## config.mk

```make
export PLATFORM = sky130hd
export DESIGN_NAME = hazard_scoreboard
export DESIGN_NICKNAME = d
export VERILOG_FILES = /design/src/rtl/hazard_scoreboard.sv
export SDC_FILE = /design/constraint.sdc
export NUM_CORES = 1
export LEC_CHECK = 0
export CAP_MARGIN = 10
export CORE_ASPECT_RATIO = 1.25
export CORE_MARGIN = 10
export CORE_UTILIZATION = 48
export CTS_CLUSTER_SIZE = 12
export DETAILED_ROUTE_END_ITERATION = 10
export PLACE_DENSITY = 0.79
export SYNTH_ARGS = -nofsm -noshare
export SYNTH_HDL_FRONTEND = slang
export SYNTH_SLANG_ARGS = --single-unit
```

## constraint.sdc

```tcl
create_clock -name clk -period 3.75 [get_ports clk]
set_input_delay 0.9375 -clock clk [delete_from_list [all_inputs] [get_ports clk]]
set_output_delay 0.9375 -clock clk [all_outputs]
set_load 0.1 [all_outputs]
```

## src/rtl/hazard_scoreboard.sv

```systemverilog
// Pipeline-hazard scoreboard beside ID: tracks in-flight rd writers, raises stalls, drives forwarding selects.
// Optional HAZARD_FWD_EN enables forwarding; without it any dependency younger than the last slot stalls.
module hazard_scoreboard #(
  parameter int NREG     = 32,
  parameter int DEPTH    = 3,
  parameter int LOAD_LAT = 2,
  parameter int CNT_W    = 16,
  localparam int RW = $clog2(NREG),
  localparam int SW = $clog2(DEPTH)
) (
  input  logic             clk,
  input  logic             rst,
  input  logic             issue_valid,
  input  logic [RW-1:0]    issue_rd,
  input  logic             issue_rd_we,
  input  logic             issue_is_load,
  input  logic [RW-1:0]    issue_rs1,
  input  logic [RW-1:0]    issue_rs2,
  input  logic             issue_rs1_used,
  input  logic             issue_rs2_used,
  input  logic             issue_rs2_late,
  input  logic             flush,
  output logic             stall,
  output logic [SW-1:0]    fwd_rs1_sel,
  output logic [SW-1:0]    fwd_rs2_sel,
  output logic             fwd_rs2_at_mem,
  output logic [CNT_W-1:0] stall_cycles
);

  logic [DEPTH-1:0] slot_valid;
  logic [DEPTH-1:0] slot_load;
  logic [RW-1:0]    slot_rd [DEPTH];

  logic accept;
  logic hit1, hit2, load1, load2;
  int   k1, k2;
  logic hazard;

  assign accept = issue_valid & ~stall & ~flush;

  always_ff @(posedge clk or negedge rst) begin
    if (!rst) begin
      slot_valid <= '0;
      slot_load  <= '0;
      for (int k = 0; k < DEPTH; k++) slot_rd[k] <= '0;
    end else begin
      slot_valid <= {slot_valid[DEPTH-2:0], accept & issue_rd_we & (issue_rd != '0)};
      slot_load  <= {slot_load[DEPTH-2:0], issue_is_load};
      slot_rd[0] <= issue_rd;
      for (int k = 1; k < DEPTH; k++) slot_rd[k] <= slot_rd[k-1];
    end
  end

  // Scan oldest to youngest so the youngest matching writer is the one left standing.
  always_comb begin
    hit1  = 1'b0;
    hit2  = 1'b0;
    load1 = 1'b0;
    load2 = 1'b0;
    k1    = 0;
    k2    = 0;
    for (int k = DEPTH-1; k >= 0; k--) begin
      if (issue_rs1_used && slot_valid[k] && slot_rd[k] == issue_rs1) begin
        hit1  = 1'b1;
        k1    = k;
        load1 = slot_load[k];
      end
      if (issue_rs2_used && slot_valid[k] && slot_rd[k] == issue_rs2) begin
        hit2  = 1'b1;
        k2    = k;
        load2 = slot_load[k];
      end
    end
  end

`ifdef HAZARD_FWD_EN
  int j1, j2;

  // Store data consumed in MEM gets one extra stage of slack before it must be forwarded.
  always_comb begin
    fwd_rs1_sel    = '0;
    fwd_rs2_sel    = '0;
    fwd_rs2_at_mem = 1'b0;
    hazard         = 1'b0;
    j1             = 0;
    j2             = 0;
    if (hit1) begin
      j1 = k1 + 1;
      if (j1 <= DEPTH-1) fwd_rs1_sel = SW'(j1);
      if (load1 && j1 < LOAD_LAT) hazard = 1'b1;
    end
    if (hit2) begin
      if (issue_rs2_late && (k2 + 2 <= DEPTH-1)) begin
        j2             = k2 + 2;
        fwd_rs2_at_mem = 1'b1;
      end else begin
        j2 = k2 + 1;
      end
      if (j2 <= DEPTH-1) fwd_rs2_sel = SW'(j2);
      if (load2 && j2 < LOAD_LAT) hazard = 1'b1;
    end
  end
`else
  logic unused_fwd;

  assign fwd_rs1_sel    = '0;
  assign fwd_rs2_sel    = '0;
  assign fwd_rs2_at_mem = 1'b0;
  // Only the write-first register file helps: a writer in the last slot is already visible.
  assign hazard = (hit1 && k1 <= DEPTH-2) || (hit2 && k2 <= DEPTH-2);
  assign unused_fwd = ^{load1, load2, issue_rs2_late, (LOAD_LAT > 1)};
`endif

  assign stall = issue_valid & ~flush & hazard;

  always_ff @(posedge clk or negedge rst) begin
    if (!rst) begin
      stall_cycles <= '0;
    end else if (stall && stall_cycles != '1) begin
      stall_cycles <= stall_cycles + 1'b1;
    end
  end

endmodule

```

==> key figures, run 1 <==
Cells and area
  – Area Growth Syn to Fin: 30.40%
  – Fill count: 219
  – Final Util: 66.39%
  – Inserted Diodes: 0
  – Nets: 188
  – Fraction of layout cells with a size suffix above 1: 13.58%

Timing
  – Setup TNS: 0 ns
  – Final Cycle Share: 96.42%
  – Worst-Margin Slew: 0.9754 ns
  – Tmin final: 3.616 ns
  – Setup Skew: 0.003635 ns
  – Final hold viol count: 0
  – Max Slew Vio Count: 0
  – Final setup viols: 0
  – Fmax: 276.6 MHz
  – Unrepaired setup endpoints after global routing: false
  – Slew headroom: 34.77%

Clock tree
  – Number of buffers created by CTS: 3
  – Clk slew on worst S/H paths: 0.14 ns
  – Root Buffer: clkbuf_4
  – Clock latency on the worst-skew pair: 0.32 ns
  – Sink Count: 28
  – CTS tree: built
  – Clock Tree Buf Depth: 2
  – H-tree depth: 1
  – Post_cts resized: 0
  – Post-CTS setup buffers: 0
  – CTS Hold Buffers Added: 0

Pwr
  – Maximum vdd ir drop: 0.2154 mV
  – Leak Pwr: 0.7754 nW
  – Cell Pwr Density: 308.5 mW/mm2

Floorplanning
  – Total core area: 0.002733 mm2
  – I/O pin total: 46
  – DIE WIDTH: 68.16 um
  – DIE AREA: 0.005466 mm2
  – Row count: 21
  – Initial core utilization: 50.92%
  – Die height: 80.20 um

Routing
  – Routed Wire Length: 3.185 mm
  – Via Count: 1048
  – Drt first pass iters: 4
  – DRT antenna net count: 0
  – DR iter-0 viols: 30
  – Wire length per cell: 16.25 um
  – Number of remaining DRC errors: 0
  – Via density per instance: 5.347

GRT
  – Remaining global-route overflow: 0
  – Number of global-route vias before repair: 1120
  – Initial antenna violation count: 0
  – First-pass GRT wire length: 5.168 mm
  – Largest net degree at the start of global routing: 29
  – Total Routing Usage GR: 12.09%

Yosys
  – Share of the synthesized area in the top cell type: 50.36%
  – EDFF count, synth: 0
  – Async SR Flop Fraction: 100.0%
  – Synth Instances: 121
  – Synth area leaders: dfrtp_1 50%, xnor2_1 16%, xor2_1 5.7%
  – Library cells used by synthesis: 26
  – Top_reg_cell synth: dfrtp_1
  – Mean Syn Cell Area: 11.50 um2
  – Most frequent cell after synthesis: dfrtp_1
  – Largest area contributor in the netlist: dfrtp_1
  – Most common library cells after synthesis: 28 x dfrtp_1, 26 x xnor2_1, 12 x nand4_1
  – Synth warnings: 0
  – Flop and latch count out of synthesis: 28
  – Sequential fraction of the synthesis area: 50.36%
  – Synth Cell Area: 0.001391 mm2

Placed design
  – GP Congestion: 0.8742
  – Dpl hpwl: 2.489 mm
  – Number of port buffers: 38

Setup path
  – Required time worst endpoint: 2.81 ns
  – Critical path peak fanout: 2
  – Critical path capture point type: output port
  – Crit path DAT: 2.68 ns
  – CP Launch Type: primary input
  – Worst Setup Path Type: in -> out

Min path
  – Hold/Removal Path Class: reg -> reg

Run status
  – Status: finished, final reports clean

Flow run
  – Max-cap violation count: 0
[metrics by stage]
| stage | instance area [um2] | setup slack, ns | power (mW) | hold WS [ns] | instances |
|---|---|---|---|---|---|
| floorplan | 1406 | 0.7452 | 0.3843 | 0.3742 | 125 |
| global placement | 1778 | 0.2063 | 0.4194 | 0.3907 | 192 |
| detailed placement | 1778 | 0.1747 | 0.4223 | 0.4135 | 192 |
| CTS | 1814 | 0.1590 | 0.5647 | 0.4428 | 196 |
| global route | 1814 | 0.07018 | 0.5824 | 0.4658 | 196 |
| finish | 1814 | 0.1343 | 0.5597 | 0.4428 | 196 |
[per-layer routing]
layer	GRT usage, %	vias to the layer above	share of wire [%]
li1	-	498	-
met1	13.42	497	41
met2	19.78	45	47
met3	4.167	8	9.2
met4	6.048	0	2.9
met5	0	-	0
[where the power goes]
group | switching (mW) | internal, mW
Combinational | 0.0592 | 0.0379
Clock | 0.0840 | 0.0594
Sequential | 0.00904 | 0.310
Total | 0.152 | 0.407
[registers in the layout (all words and copies together) (netlist names)]
signal	count
slot_rd	10
slot_valid	2
stall_cycles	16
[worst max-delay path: stages]
cell	delay (ns)
clkdlybuf4s50_1	0.45
xor2_1	0.18
nor4_1	0.38
nand4_1	0.24
a31oi_4	0.27
buf_12	0.21
[layout make-up]
type / count / area, um2 / share of cell area (%)
Tap cell: 34 / 42.54 / 2.345
Clock buffer: 4 / 36.28 / 2.000
Sequential cell: 28 / 700.7 / 38.62
Multi-Input combinational cell: 90 / 651.9 / 35.93
Timing Repair Buffer: 40 / 382.9 / 21.10
[worst paths after layout]
path                               startpoint               to  slack [ns]  depth (start not counted)
min in group asynchronous                 rst  stall_cycles[8]        0.95                          2
worst max-delay path             issue_rs1[4]            stall        0.13                          6
worst max register to register     slot_rd[9]  stall_cycles[1]        1.51                          7
worst min-delay path            slot_valid[0]    slot_valid[1]        0.44                          0
worst min register to register  slot_valid[0]    slot_valid[1]        0.44                          0
max in group asynchronous                 rst      slot_rd[13]        2.54                          2
[kinds of logic after synthesis]
family                   Yosys count  share of synthesized area [%]
buffers and inverters              7                          3.867
XOR/XNOR                          35                          22.03
multiplexers                       1                          1.079
other                              1                         0.2695
AO/OA/AOI/OAI                      3                          2.608
adder cells (fa/ha/maj)            1                         0.8991
AND/OR/NAND/NOR                   45                          18.89
flip-flops                        28                          50.36
[cell usage in the layout, fill, tap and decap left out, drive strengths merged]
cell type	instances
ha	1
nor4b	1
nand2	5
a31oi	1
or2b	1
or4	1
or2	1
dfrtp	28
clkdlybuf4s50	28
nand4	12
mux2	1
nor3	1
conb	5
clkbuf	4
nand3	9
a21oi	1
xor2	9
nor2	3
and3	7
and4	2
nor4	2
xnor2	26
o22a	1
buf	12
Note: power is estimated with default switching activity, not from simulation.
==> run 2, diff against run 1 <==
--- a/config.mk
+++ b/config.mk
@@ -9,9 +9,9 @@
 export CORE_ASPECT_RATIO = 1.25
 export CORE_MARGIN = 10
 export CORE_UTILIZATION = 48
-export CTS_CLUSTER_SIZE = 12
 export DETAILED_ROUTE_END_ITERATION = 10
 export PLACE_DENSITY = 0.79
+export RECOVER_POWER = 100
 export SYNTH_ARGS = -nofsm -noshare
 export SYNTH_HDL_FRONTEND = slang
 export SYNTH_SLANG_ARGS = --single-unit
==> run 2 against run 1 <==
  * Worst hold slack barely moved
  * Clock-buffer cell count is the same
  * First-iteration DRC count shrank 10%
  * Total power decreased by 0.72%
  * Sequential power barely moved
  * Combinational power fell by 4.0%
  * Sequential share of layout area up 1.2 points
  * Die area unchanged
  * Maximum frequency fell by 0.48%
  * Critical endpoint unchanged
  * Highest routed layer unchanged
==> key figures, run 2 (synthesized netlist as in run 1, its figures left out) <==
Pwr
  – Overall power: 0.5557 mW (-0.72%)
  – Maximum vdd ir drop: 0.2152 mV (about the same)
  – Leak Pwr: 0.7512 nW (-3.1%)
  – Clock power share: 25.8% (+0.2 points)
  – Cell Pwr Density: 315.6 mW/mm2 (+2.3%)
  – Flop pwr share: 57.4% (+0.4 points)
  – Comb pwr share: 16.8% (-0.6 points)
  – Switching power: 0.1519 mW (-0.24%)
  – Int Pwr: 0.4038 mW (-0.89%)
  – Net Sw Frac: 27.33% (+0.13 points)

Cells and area
  – Fill count: 228 (+4.1%)
  – Most frequent cells in the layout: 28 x dfrtp_1, 26 x xnor2_1, 15 x clkdlybuf4s50_1, 13 x dlygate4sd3_1, 12 x nand4_1
  – Commonest non-fill, non-tap cell in the layout: dfrtp_1
  – Fraction of layout cells with a size suffix above 1: 6.173% (-7.4 points)
  – Most flops, register: stall_cycles
  – Nets: 188 (unchanged)
  – Inserted Diodes: 0 (unchanged)
  – Reg area: 700.7 um2 (unchanged)
  – Area Growth Syn to Fin: 26.53%
  – Area of the multi-input gates: 648.1 um2 (-0.58%)
  – Largest registers: stall_cycles: 16 flops, slot_rd: 10 flops, slot_valid: 2 flops
  – Max FFs per register: 16 (unchanged)
  – Design area: 0.001760 mm2 (-3.0%)

Routing
  – Routed Wire Length: 3.158 mm (-0.85%)
  – Via Count: 1060 (+1.1%)
  – DR iter-0 viols: 27 (-10%)
  – Wire length per cell: 16.11 um (-0.85%)
  – Via density per instance: 5.408 (+1.1%)
  – Number of remaining DRC errors: 0 (unchanged)
  – DRT antenna net count: 0 (unchanged)
  – Drt first pass iters: 4 (unchanged)

Setup path
  – CP max stage delay: 0.45 ns (about the same)
  – Buf+Inv Stages, Crit Path: 2 (unchanged)
  – Worst Setup SP: issue_rs1[4]
  – Critical path capture point type: output port
  – Critical-path top delay cell: clkdlybuf4s50_1
  – CP Launch Type: primary input
  – R2r endpoint: stall_cycles[1]
  – Reg2Reg Launch Point: slot_rd[9]
  – Required time worst endpoint: 2.81 ns (about the same)
  – CP cell instances: clkdlybuf4s50_1, xor2_1, nor4_1, nand4_1, a31oi_4, buf_6
  – Worst Setup Path Type: in -> out
  – Crit path DAT: 2.70 ns (+0.02 ns)
  – Crit path max-delay family: buffers and inverters
  – Critical path peak fanout: 2 (unchanged)
  – R2R depth: 7 (unchanged)
  – Reg2Reg Setup Slack: 1.18 ns (-0.33 ns)

Clock tree
  – Clk slew on worst S/H paths: 0.14 ns (about the same)
  – Root Buffer: clkbuf_4
  – CTS tree: built
  – H-tree depth: 1 (unchanged)
  – Post-CTS setup buffers: 0 (unchanged)
  – CTS Hold Buffers Added: 0 (unchanged)
  – Sink Count: 28 (unchanged)
  – Post_cts resized: 0 (unchanged)
  – Number of buffers created by CTS: 3 (unchanged)
  – Clock latency on the worst-skew pair: 0.33 ns (about the same)
  – Clock Tree Buf Depth: 2 (unchanged)

Timing
  – Final hold viol count: 0 (unchanged)
  – Setup TNS: 0 ns (unchanged)
  – Tmin final: 3.633 ns (+0.01752 ns)
  – Slew headroom: 5.606% (-29 points)
  – Setup ws final: 0.1168 ns (-0.01752 ns)
  – Max Slew Vio Count: 0 (unchanged)
  – Setup Skew: 0.005599 ns (+0.001964 ns)
  – Final Cycle Share: 96.89% (+0.47 points)
  – Unrepaired setup endpoints after global routing: false
  – Final setup viols: 0 (unchanged)
  – Worst-Margin Slew: 1.416 ns (+0.4405 ns)
  – Fmax: 275.2 MHz (-0.48%)

Min path
  – Hold/Removal Path Class: reg -> reg
  – Hold depth: 0 (unchanged)
  – Hold EP: slot_valid[1]
  – Hold Crit Start: slot_valid[0]

Floorplanning
  – I/O pin total: 46 (unchanged)
  – DIE AREA: 0.005466 mm2 (unchanged)
  – DIE WIDTH: 68.16 um (unchanged)
  – Row count: 21 (unchanged)
  – Total core area: 0.002733 mm2 (unchanged)
  – Initial core utilization: 50.92% (unchanged)
  – Die height: 80.20 um (unchanged)

GRT
  – Largest net degree at the start of global routing: 29 (unchanged)
  – Remaining global-route overflow: 0 (unchanged)
  – Total Routing Usage GR: 12.09% (unchanged)
  – First-pass GRT wire length: 5.168 mm (unchanged)
  – Number of global-route vias before repair: 1120 (unchanged)
  – Initial antenna violation count: 0 (unchanged)

Placed design
  – GP Congestion: 0.8742 (unchanged)
  – Dpl hpwl: 2.489 mm (unchanged)
  – Pre-CTS setup slack: 0.1747 ns (unchanged)
  – Placed Area: 0.001778 mm2 (unchanged)
  – Number of port buffers: 38 (unchanged)

Flow run
  – Max-cap violation count: 0 (unchanged)

Run status
  – Status: finished, final reports clean
[run 2: cell types whose count changed in the layout (fill, tap and decap cells not counted)]
cell / delta
clkdlybuf4s50_1: -13
dlygate4sd3_1: +13
buf_4: -11
clkbuf_1: +11
buf_12: -1
buf_6: +1
mux2_1: +1
mux2_4: -1
[run 2: per-stage QoR]
stage                     std cells  utilization, %  hold WS, ns
after floorplan                 125               -       0.3742
after global placement          192           65.06       0.3907
after detailed placement        192           65.06       0.4135
after CTS                       196           66.39       0.4428
after global routing            196           64.42       0.4658
final                           196           64.42       0.4428
[run 2: power by group through the flow]
stage,clock network [mW],logic [mW],registers [mW]
final,0.143,0.0932,0.319
after floorplan,0,0.0483,0.336
after detailed placement,0,0.0976,0.325
after CTS,0.148,0.0978,0.319
after global placement,0,0.0954,0.324
after global routing,0.158,0.0999,0.320
[run 2: worst register-to-register path, cell delays in order (launching register included)]
cell      delay, ns
dfrtp_1        0.43
xor2_1         0.15
nor4_1         0.38
nand4_1        0.24
a31oi_4        0.25
clkbuf_1       0.48
nand2_1        0.19
mux2_1         0.34
[run 2: how the worst max path moves through the flow]
| stage | cells past startpoint | slack [ns] | to |
|---|---|---|---|
| floorplan | 5 | 0.75 | stall |
| global placement | 6 | 0.21 | stall |
| detailed placement | 6 | 0.17 | stall |
| CTS | 6 | 0.16 | stall |
| global route | 6 | 0.05 | stall |
| finish | 6 | 0.12 | stall |
[run 2: area by class of cell]
cell class,instances,area share [%]
timing repair buffer,40,18.91
multi-input combinational,90,36.82
clock buffer,4,2.061
tap,34,2.416
sequential,28,39.80
[run 2: routing by layer]
layer  part of all wire, %  vias up  track usage [%]
li1                      -      500                -
met1                    41      505            13.42
met2                    47       47            19.78
met3                   9.2        8            4.167
met4                   2.9        0            6.048
met5                     0        -                0
